## src/rtl/cvxif_pkg.sv

```systemverilog
// cvxif_pkg: shared definitions for the CVXIF issue controller.
//   - CUSTOM3 opcode and posit funct3 codes
//   - issue_state_t FSM encoding
//   - instruction field helpers (rs1, rs2, rd)
package cvxif_pkg;

   localparam logic [6:0] CUSTOM3_OPCODE = 7'b1111011;

   localparam logic [2:0] F3_ADD = 3'd0;
   localparam logic [2:0] F3_SUB = 3'd1;
   localparam logic [2:0] F3_MUL = 3'd2;
   localparam logic [2:0] F3_DIV = 3'd3;

   typedef enum logic [1:0] {
      IDLE     = 2'd0,
      ISSUE    = 2'd1,
      REGS     = 2'd2,
      WAIT_RES = 2'd3
   } issue_state_t;

   function automatic logic [4:0] instr_rs1(input logic [31:0] i);
      return i[19:15];
   endfunction

   function automatic logic [4:0] instr_rs2(input logic [31:0] i);
      return i[24:20];
   endfunction

   function automatic logic [4:0] instr_rd(input logic [31:0] i);
      return i[11:7];
   endfunction

endpackage

```

## src/rtl/cvxif_regfile.sv

```systemverilog
// cvxif_regfile: 32x32 integer register file.
//   ra0/ra1 -> rd0/rd1   combinational operand reads
//   dbg_addr -> dbg_rdata combinational debug read
//   wb_*                  result writeback port (wins over debug)
//   dbg_we/dbg_wdata      debug write port, usable any time
// x0 is never written, so it always reads zero.
module cvxif_regfile (
   input  logic        clk,
   input  logic        rst_n,
   input  logic [4:0]  ra0,
   input  logic [4:0]  ra1,
   output logic [31:0] rd0,
   output logic [31:0] rd1,
   input  logic        wb_we,
   input  logic [4:0]  wb_addr,
   input  logic [31:0] wb_data,
   input  logic        dbg_we,
   input  logic [4:0]  dbg_addr,
   input  logic [31:0] dbg_wdata,
   output logic [31:0] dbg_rdata
);

   logic [31:0] rf [32];

   always_ff @(posedge clk or negedge rst_n) begin
      if (!rst_n) begin
         for (int i = 0; i < 32; i++) rf[i] <= '0;
      end else begin
         // Writeback is issued second so it overrides a same-address debug write.
         if (dbg_we && dbg_addr != 5'd0) rf[dbg_addr] <= dbg_wdata;
         if (wb_we  && wb_addr  != 5'd0) rf[wb_addr]  <= wb_data;
      end
   end

   assign rd0       = (ra0      == 5'd0) ? '0 : rf[ra0];
   assign rd1       = (ra1      == 5'd0) ? '0 : rf[ra1];
   assign dbg_rdata = (dbg_addr == 5'd0) ? '0 : rf[dbg_addr];

endmodule

```

## src/rtl/cvxif_issue_ctrl.sv

```systemverilog
// cvxif_issue_ctrl: core-side CVXIF issue controller for the posit unit.
//   instr_*      driver handshake; one instruction in flight at a time
//   dbg_*        debug register-file access
//   issue_*      offer instruction to the coprocessor, take its response
//   register_*   operands, presented for exactly one cycle after accept
//   result_*     coprocessor result, written back to rd when requested
//   retire_*     registered retirement report (valid is a 1-cycle pulse)
//   reject       1-cycle pulse when the coprocessor refuses the offer
//   timeout      1-cycle pulse when no result arrives in TIMEOUT_CYCLES
module cvxif_issue_ctrl
   import cvxif_pkg::*;
#(
   parameter int TIMEOUT_CYCLES = 1024
) (
   input  logic        clk,
   input  logic        rst_n,
   input  logic        instr_valid,
   output logic        instr_ready,
   input  logic [31:0] instr,
   input  logic        dbg_we,
   input  logic [4:0]  dbg_addr,
   input  logic [31:0] dbg_wdata,
   output logic [31:0] dbg_rdata,
   output logic        issue_valid,
   input  logic        issue_ready,
   output logic [31:0] issue_req_instr,
   input  logic        issue_resp_accept,
   input  logic        issue_resp_writeback,
   input  logic [1:0]  issue_resp_register_read,
   output logic        register_valid,
   output logic [31:0] register_rs0,
   output logic [31:0] register_rs1,
   output logic [1:0]  register_rs_valid,
   input  logic        result_valid,
   output logic        result_ready,
   input  logic [31:0] result_data,
   output logic        retire_valid,
   output logic [4:0]  retire_rd,
   output logic [31:0] retire_data,
   output logic        reject,
   output logic        timeout
);

   localparam int CW = $clog2(TIMEOUT_CYCLES + 1);
   localparam logic [CW-1:0] CNT_LAST = CW'(TIMEOUT_CYCLES - 1);

   issue_state_t  state_q, state_d;
   logic [31:0]   instr_q;
   logic          wb_q;
   logic [1:0]    rsv_q;
   logic [CW-1:0] cnt_q;

   logic capture, accept, cnt_clr, cnt_inc, retire_en, rf_we;
   logic [4:0] rd_addr;

   assign rd_addr = instr_rd(instr_q);

   always_comb begin
      state_d        = state_q;
      instr_ready    = 1'b0;
      issue_valid    = 1'b0;
      register_valid = 1'b0;
      result_ready   = 1'b0;
      reject         = 1'b0;
      timeout        = 1'b0;
      capture        = 1'b0;
      accept         = 1'b0;
      cnt_clr        = 1'b0;
      cnt_inc        = 1'b0;
      retire_en      = 1'b0;
      rf_we          = 1'b0;
      case (state_q)
         IDLE: begin
            instr_ready = 1'b1;
            if (instr_valid) begin
               capture = 1'b1;
               state_d = ISSUE;
            end
         end
         ISSUE: begin
            issue_valid = 1'b1;
            if (issue_ready) begin
               if (issue_resp_accept) begin
                  accept  = 1'b1;
                  state_d = REGS;
               end else begin
                  reject  = 1'b1;
                  state_d = IDLE;
               end
            end
         end
         REGS: begin
            register_valid = 1'b1;
            cnt_clr        = 1'b1;
            state_d        = WAIT_RES;
         end
         WAIT_RES: begin
            result_ready = 1'b1;
            // A result arriving on the last allowed cycle still wins over timeout.
            if (result_valid) begin
               retire_en = 1'b1;
               rf_we     = wb_q && (rd_addr != 5'd0);
               state_d   = IDLE;
            end else if (cnt_q == CNT_LAST) begin
               timeout = 1'b1;
               state_d = IDLE;
            end else begin
               cnt_inc = 1'b1;
            end
         end
         default: state_d = IDLE;
      endcase
   end

   always_ff @(posedge clk or negedge rst_n) begin
      if (!rst_n) begin
         state_q      <= IDLE;
         instr_q      <= '0;
         wb_q         <= 1'b0;
         rsv_q        <= '0;
         cnt_q        <= '0;
         retire_valid <= 1'b0;
         retire_rd    <= '0;
         retire_data  <= '0;
      end else begin
         state_q      <= state_d;
         retire_valid <= retire_en;
         if (capture) instr_q <= instr;
         if (accept) begin
            wb_q  <= issue_resp_writeback;
            rsv_q <= issue_resp_register_read;
         end
         if (cnt_clr)                         cnt_q <= '0;
         else if (cnt_inc && cnt_q != '1)     cnt_q <= cnt_q + 1'b1;
         if (retire_en) begin
            retire_rd   <= rd_addr;
            retire_data <= result_data;
         end
      end
   end

   assign issue_req_instr   = instr_q;
   assign register_rs_valid = rsv_q;

   cvxif_regfile u_rf (
      .clk       (clk),
      .rst_n     (rst_n),
      .ra0       (instr_rs1(instr_q)),
      .ra1       (instr_rs2(instr_q)),
      .rd0       (register_rs0),
      .rd1       (register_rs1),
      .wb_we     (rf_we),
      .wb_addr   (rd_addr),
      .wb_data   (result_data),
      .dbg_we    (dbg_we),
      .dbg_addr  (dbg_addr),
      .dbg_wdata (dbg_wdata),
      .dbg_rdata (dbg_rdata)
   );

endmodule
```

## config.mk

```make
export PLATFORM = sky130hd
export DESIGN_NAME = cvxif_issue_ctrl
export DESIGN_NICKNAME = d
export VERILOG_FILES = /design/src/rtl/cvxif_pkg.sv /design/src/rtl/cvxif_regfile.sv /design/src/rtl/cvxif_issue_ctrl.sv
export SDC_FILE = /design/constraint.sdc
export NUM_CORES = 2
export LEC_CHECK = 0
export ABC_AREA = 1
export CORE_MARGIN = 3
export CORE_UTILIZATION = 30
export CTS_BUF_LIST = sky130_fd_sc_hd__clkbuf_16
export DETAILED_ROUTE_END_ITERATION = 16
export PLACE_DENSITY = 0.44
export SYNTH_ARGS = -nofsm -noshare
export SYNTH_HDL_FRONTEND = slang
export SYNTH_SLANG_ARGS = --single-unit
```

## constraint.sdc

```tcl
create_clock -name clk -period 2.6 [get_ports clk]
set_clock_uncertainty 0.2 [all_clocks]
set_input_delay 0.26 -clock clk [delete_from_list [all_inputs] [get_ports clk]]
set_output_delay 0.26 -clock clk [all_outputs]
set_load 0.02 [all_outputs]
```

==> flow_summary.ini <==
[run_status]
outcome = finished with violations
violations = negative setup slack

[placed_design]
placed_area_sq_mm = 0.102
dp_hpwl_um = 443000
portBuffers = 284
numPlacedInstances = 18300
dpl_worst_slack_ns = -1.29
gp_congestion = 1.01

[setup_path]
cp_max_fo = 15
critPathArrivalTime_ns = 3.23
crit-reg2reg-launch = u_rf.rf[137]
crit_type = reg2out
crit_path_start_kind = flip-flop
rr_worst_depth = 21
worstSetupEndpointType = output pin
r2r-end = u_rf.rf[137]
rrSetupSlack_ns = -0.42
required_ns = 2.14

[sta]
setup_tns_ns = -69.91
tightest_slew_ns = 0.907
fin_ws_ns = -1.09
rsz0062_at_grt = yes
maxSlewViolCount = 0
hold_viol_final = 0
setup_viol = 135
period_share_pct = 142
fmax_mhz = 271
period_needed_ns = 3.69
relSlewSlack_pct = 39.2

[synthesis]
syn_inst = 14300
synthSimpleGateAreaFrac_pct = 45.8
muxShareOfSynthArea_pct = 0.270
synth_cell_types = 33
synth-xor-area-share_pct = 0.0210
synth_edf_count = 0
synthesis.area_sq_mm = 0.0834
ys_ff_latch = 1110
synth_top_family_by_area = simple AND/OR/NAND/NOR gates
synth_compound_area_share_pct = 11.1
async_flop_share_pct = 100
synth_fa_ha_area_share_pct = 0.0150
synth-main-ff-cell = dfrtp_1
yosys_warnings = 0
synth_fp_nets = 14400
syn_area_per_cell_sq_um = 5.85
yosysSeqAreaShare_pct = 33.3

[global_routing]
grt_max_degree = 86
grt_pass1_wl_um = 913000
grtUsageTotal_pct = 46.2
met2_usage_pct = 64.9
use_met1_pct = 59.0
antenna_found_initial = 56
grt_use_met3_pct = 12.2
grt_pass1_vias = 104000
grt-busiest-layer = met2
globalRouteOverflowTotal = 0

[route]
drt_first_pass_iters = 7
ant_nets = 0
drt_wl_total_um = 686000
vias = 114000
drtIter0Drc = 18500
wl_per_cell_um = 35.7
vias_per_cell = 5.95
drc = 0

[cts]
htree_levels = 4
cts_made_buffers = 161
cts_root_buffer = clkbuf_16
clk_pin_slew_ns = 0.06
cts_num_sinks = 1110
cts_tree = built
clock_path_buffers = 4
clock_latency_ns = 0.90

[cells_and_area]
nets = 15500
fin_cells = 19200
drive_gt1_share_pct = 21.1
final_area_sq_mm = 0.121
syn_to_final_growth_pct = 44.5

[die]
initial_core_util_pct = 30.3
pin_count = 285
die_h_um = 533
rows = 192
fp.coreArea_sq_mm = 0.275
dieArea_sq_mm = 0.284
die_width_um = 533

[pwr]
power_density_mw_per_mm2 = 1230
power_mw = 149
irDropWorstVdd_mv = 0.613
leakage_nw = 59.7

[flow_run]
cap_viol_max_count = 0

[hold_path]
hold_class = in2reg
holdPathEnd = u_rf.rf[598]
whs_path_depth = 4
hp-start = result_data[22]
==> routing by layer <==
metal	vias up	wire (um)
li1	47700	-
met1	54900	261000
met2	9132	275000
met3	2512	82400
met4	26	67700
met5	-	174
==> synth_stat cells, types with 2 or more instances <==
cell / instances / area share (%)
clkinv_1: 11 / 0.050
nor2_4: 6 / 0.081
nor2_2: 8 / 0.060
xnor2_1: 2 / 0.021
nand2_1: 6806 / 31
buf_2: 140 / 0.84
nand2_2: 5 / 0.038
clkbuf_1: 1006 / 4.5
buf_1: 85 / 0.38
inv_1: 798 / 3.6
o21ai_1: 194 / 1.2
dfrtp_1: 1110 / 33
nand4_1: 94 / 0.71
mux2_2: 20 / 0.27
o211ai_1: 359 / 3.2
nor2_1: 460 / 2.1
a21oi_1: 223 / 1.3
nor3_2: 10 / 0.12
inv_2: 22 / 0.099
nand3_1: 1993 / 12
nor3_1: 10 / 0.060
buf_4: 5 / 0.045
o21ai_0: 883 / 5.3
==> report_power, final <==
group | internal, mW | total (mW) | leakage [nW] | switching (mW)
combinational | 37.5 | 94.5 | 43.8 | 57.0
sequential | 23.6 | 31.6 | 13.3 | 8.02
clock | 12.6 | 22.5 | 2.58 | 9.84
total | 73.8 | 149 | 59.7 | 74.9
==> layout by cell type, fill, tap and decap left out, types with 13 or more instances in the layout <==
cell             Yosys  layout
nand2_1           6806    6470
nand3_1           1993    1684
dfrtp_1           1110    1054
buf_4                5    1001
inv_1              798     789
o21ai_0            883     758
buf_12               0     519
o211ai_1           359     359
o21ai_1            194     302
nand2_2              5     300
nand3_2              1     293
nor2_1             460     259
buf_6                1     199
clkbuf_16            0     189
clkdlybuf4s50_1      0     164
a21oi_1            223     156
buf_16               0     124
nor2_2               8     123
nand4_1             94      94
nor2_4               6      92
dlygate4sd3_1        0      59
inv_2               22      55
dfrtp_2              0      48
a21oi_2              0      47
buf_8                0      46
diode_2              0      45
nand2_4              1      42
clkinv_1            11      38
clkinv_2             0      29
a21oi_4              0      20
mux2_2              20      20
nand3_4              0      17
bufbuf_16            0      17
o21ai_2              0      14
bufinv_16            0      13
==> kinds of logic after synthesis <==
group                      after synthesis
AOI/OAI and AO/OA                     1662
xor gates and xnor gates                 2
adders and majority gates                1
buffers and inverters                 2068
DFF                                   1110
muxes                                   20
and+or+nand+nor                       9397
==> worst max-delay path, stage by stage, from the launching register on <==
cell and delay [ns]:
dfrtp_4 0.53, buf_12 0.18, inv_8 0.13, buf_16 0.21, buf_4 0.21, nand3_1 0.08
nand3_1 0.09, nand2_1 0.07, nand2_1 0.09, nand2_1 0.10, nor2_1 0.23, nor2_4 0.06
buf_4 0.14, buf_4 0.16
==> sequential cells by signal, summed over array words and instances, names as in the netlist, 2 cells and up, named ones only <==
register,count
issue_req_instr,32
retire_data,32
u_rf.rf,1024
cnt_q,11
retire_rd,5
register_rs_valid,2
==> through the flow <==
step	hold slack [ns]	utilization, %
after CTS	0.00150	42.9
after floorplan	-0.236	-
after global placement	0.0176	37.0
after global routing	0.0558	43.8
final	0.0449	43.8
after detailed placement	0.0383	37.0
==> timing repair <==
item                                    in CTS  in global routing
cloned                                      87                 25
setup buffers                              433                 47
endpoints found under the hold margin     1236                  0
pin swaps                                  376                219
resized for setup                         1577                446
endpoints found under the setup margin     130                169
hold buffers                                60                  0
==> worst max path at each step <==
stage                                   start          endpoint  slack [ns]  cells after the start
final                     issue_req_instr[16]  register_rs0[15]       -1.09                     13
after global routing      issue_req_instr[20]  register_rs1[16]       -1.09                     15
after CTS                 issue_req_instr[20]   register_rs1[0]       -1.07                     15
after detailed placement          dbg_addr[2]     dbg_rdata[14]       -1.29                     10
after global placement            dbg_addr[2]     dbg_rdata[14]       -1.26                     10
after floorplan           issue_req_instr[15]  register_rs0[25]        0.05                     10
==> cell type report <==
class                           count  area (sq um)
Fill cell                       28700        155000
Multi-Input combinational cell  11100         51900
Sequential cell                  1110         27900
Timing Repair Buffer             2168         27800
Tap cell                         3686          4610
Clock buffer                      164          4100
Inverter                          831          3260
Clock inverter                    119           862
Antenna cell                       45           113
Timing Repair inverter              2          20.0
Power figures use the tool's default switching activity.
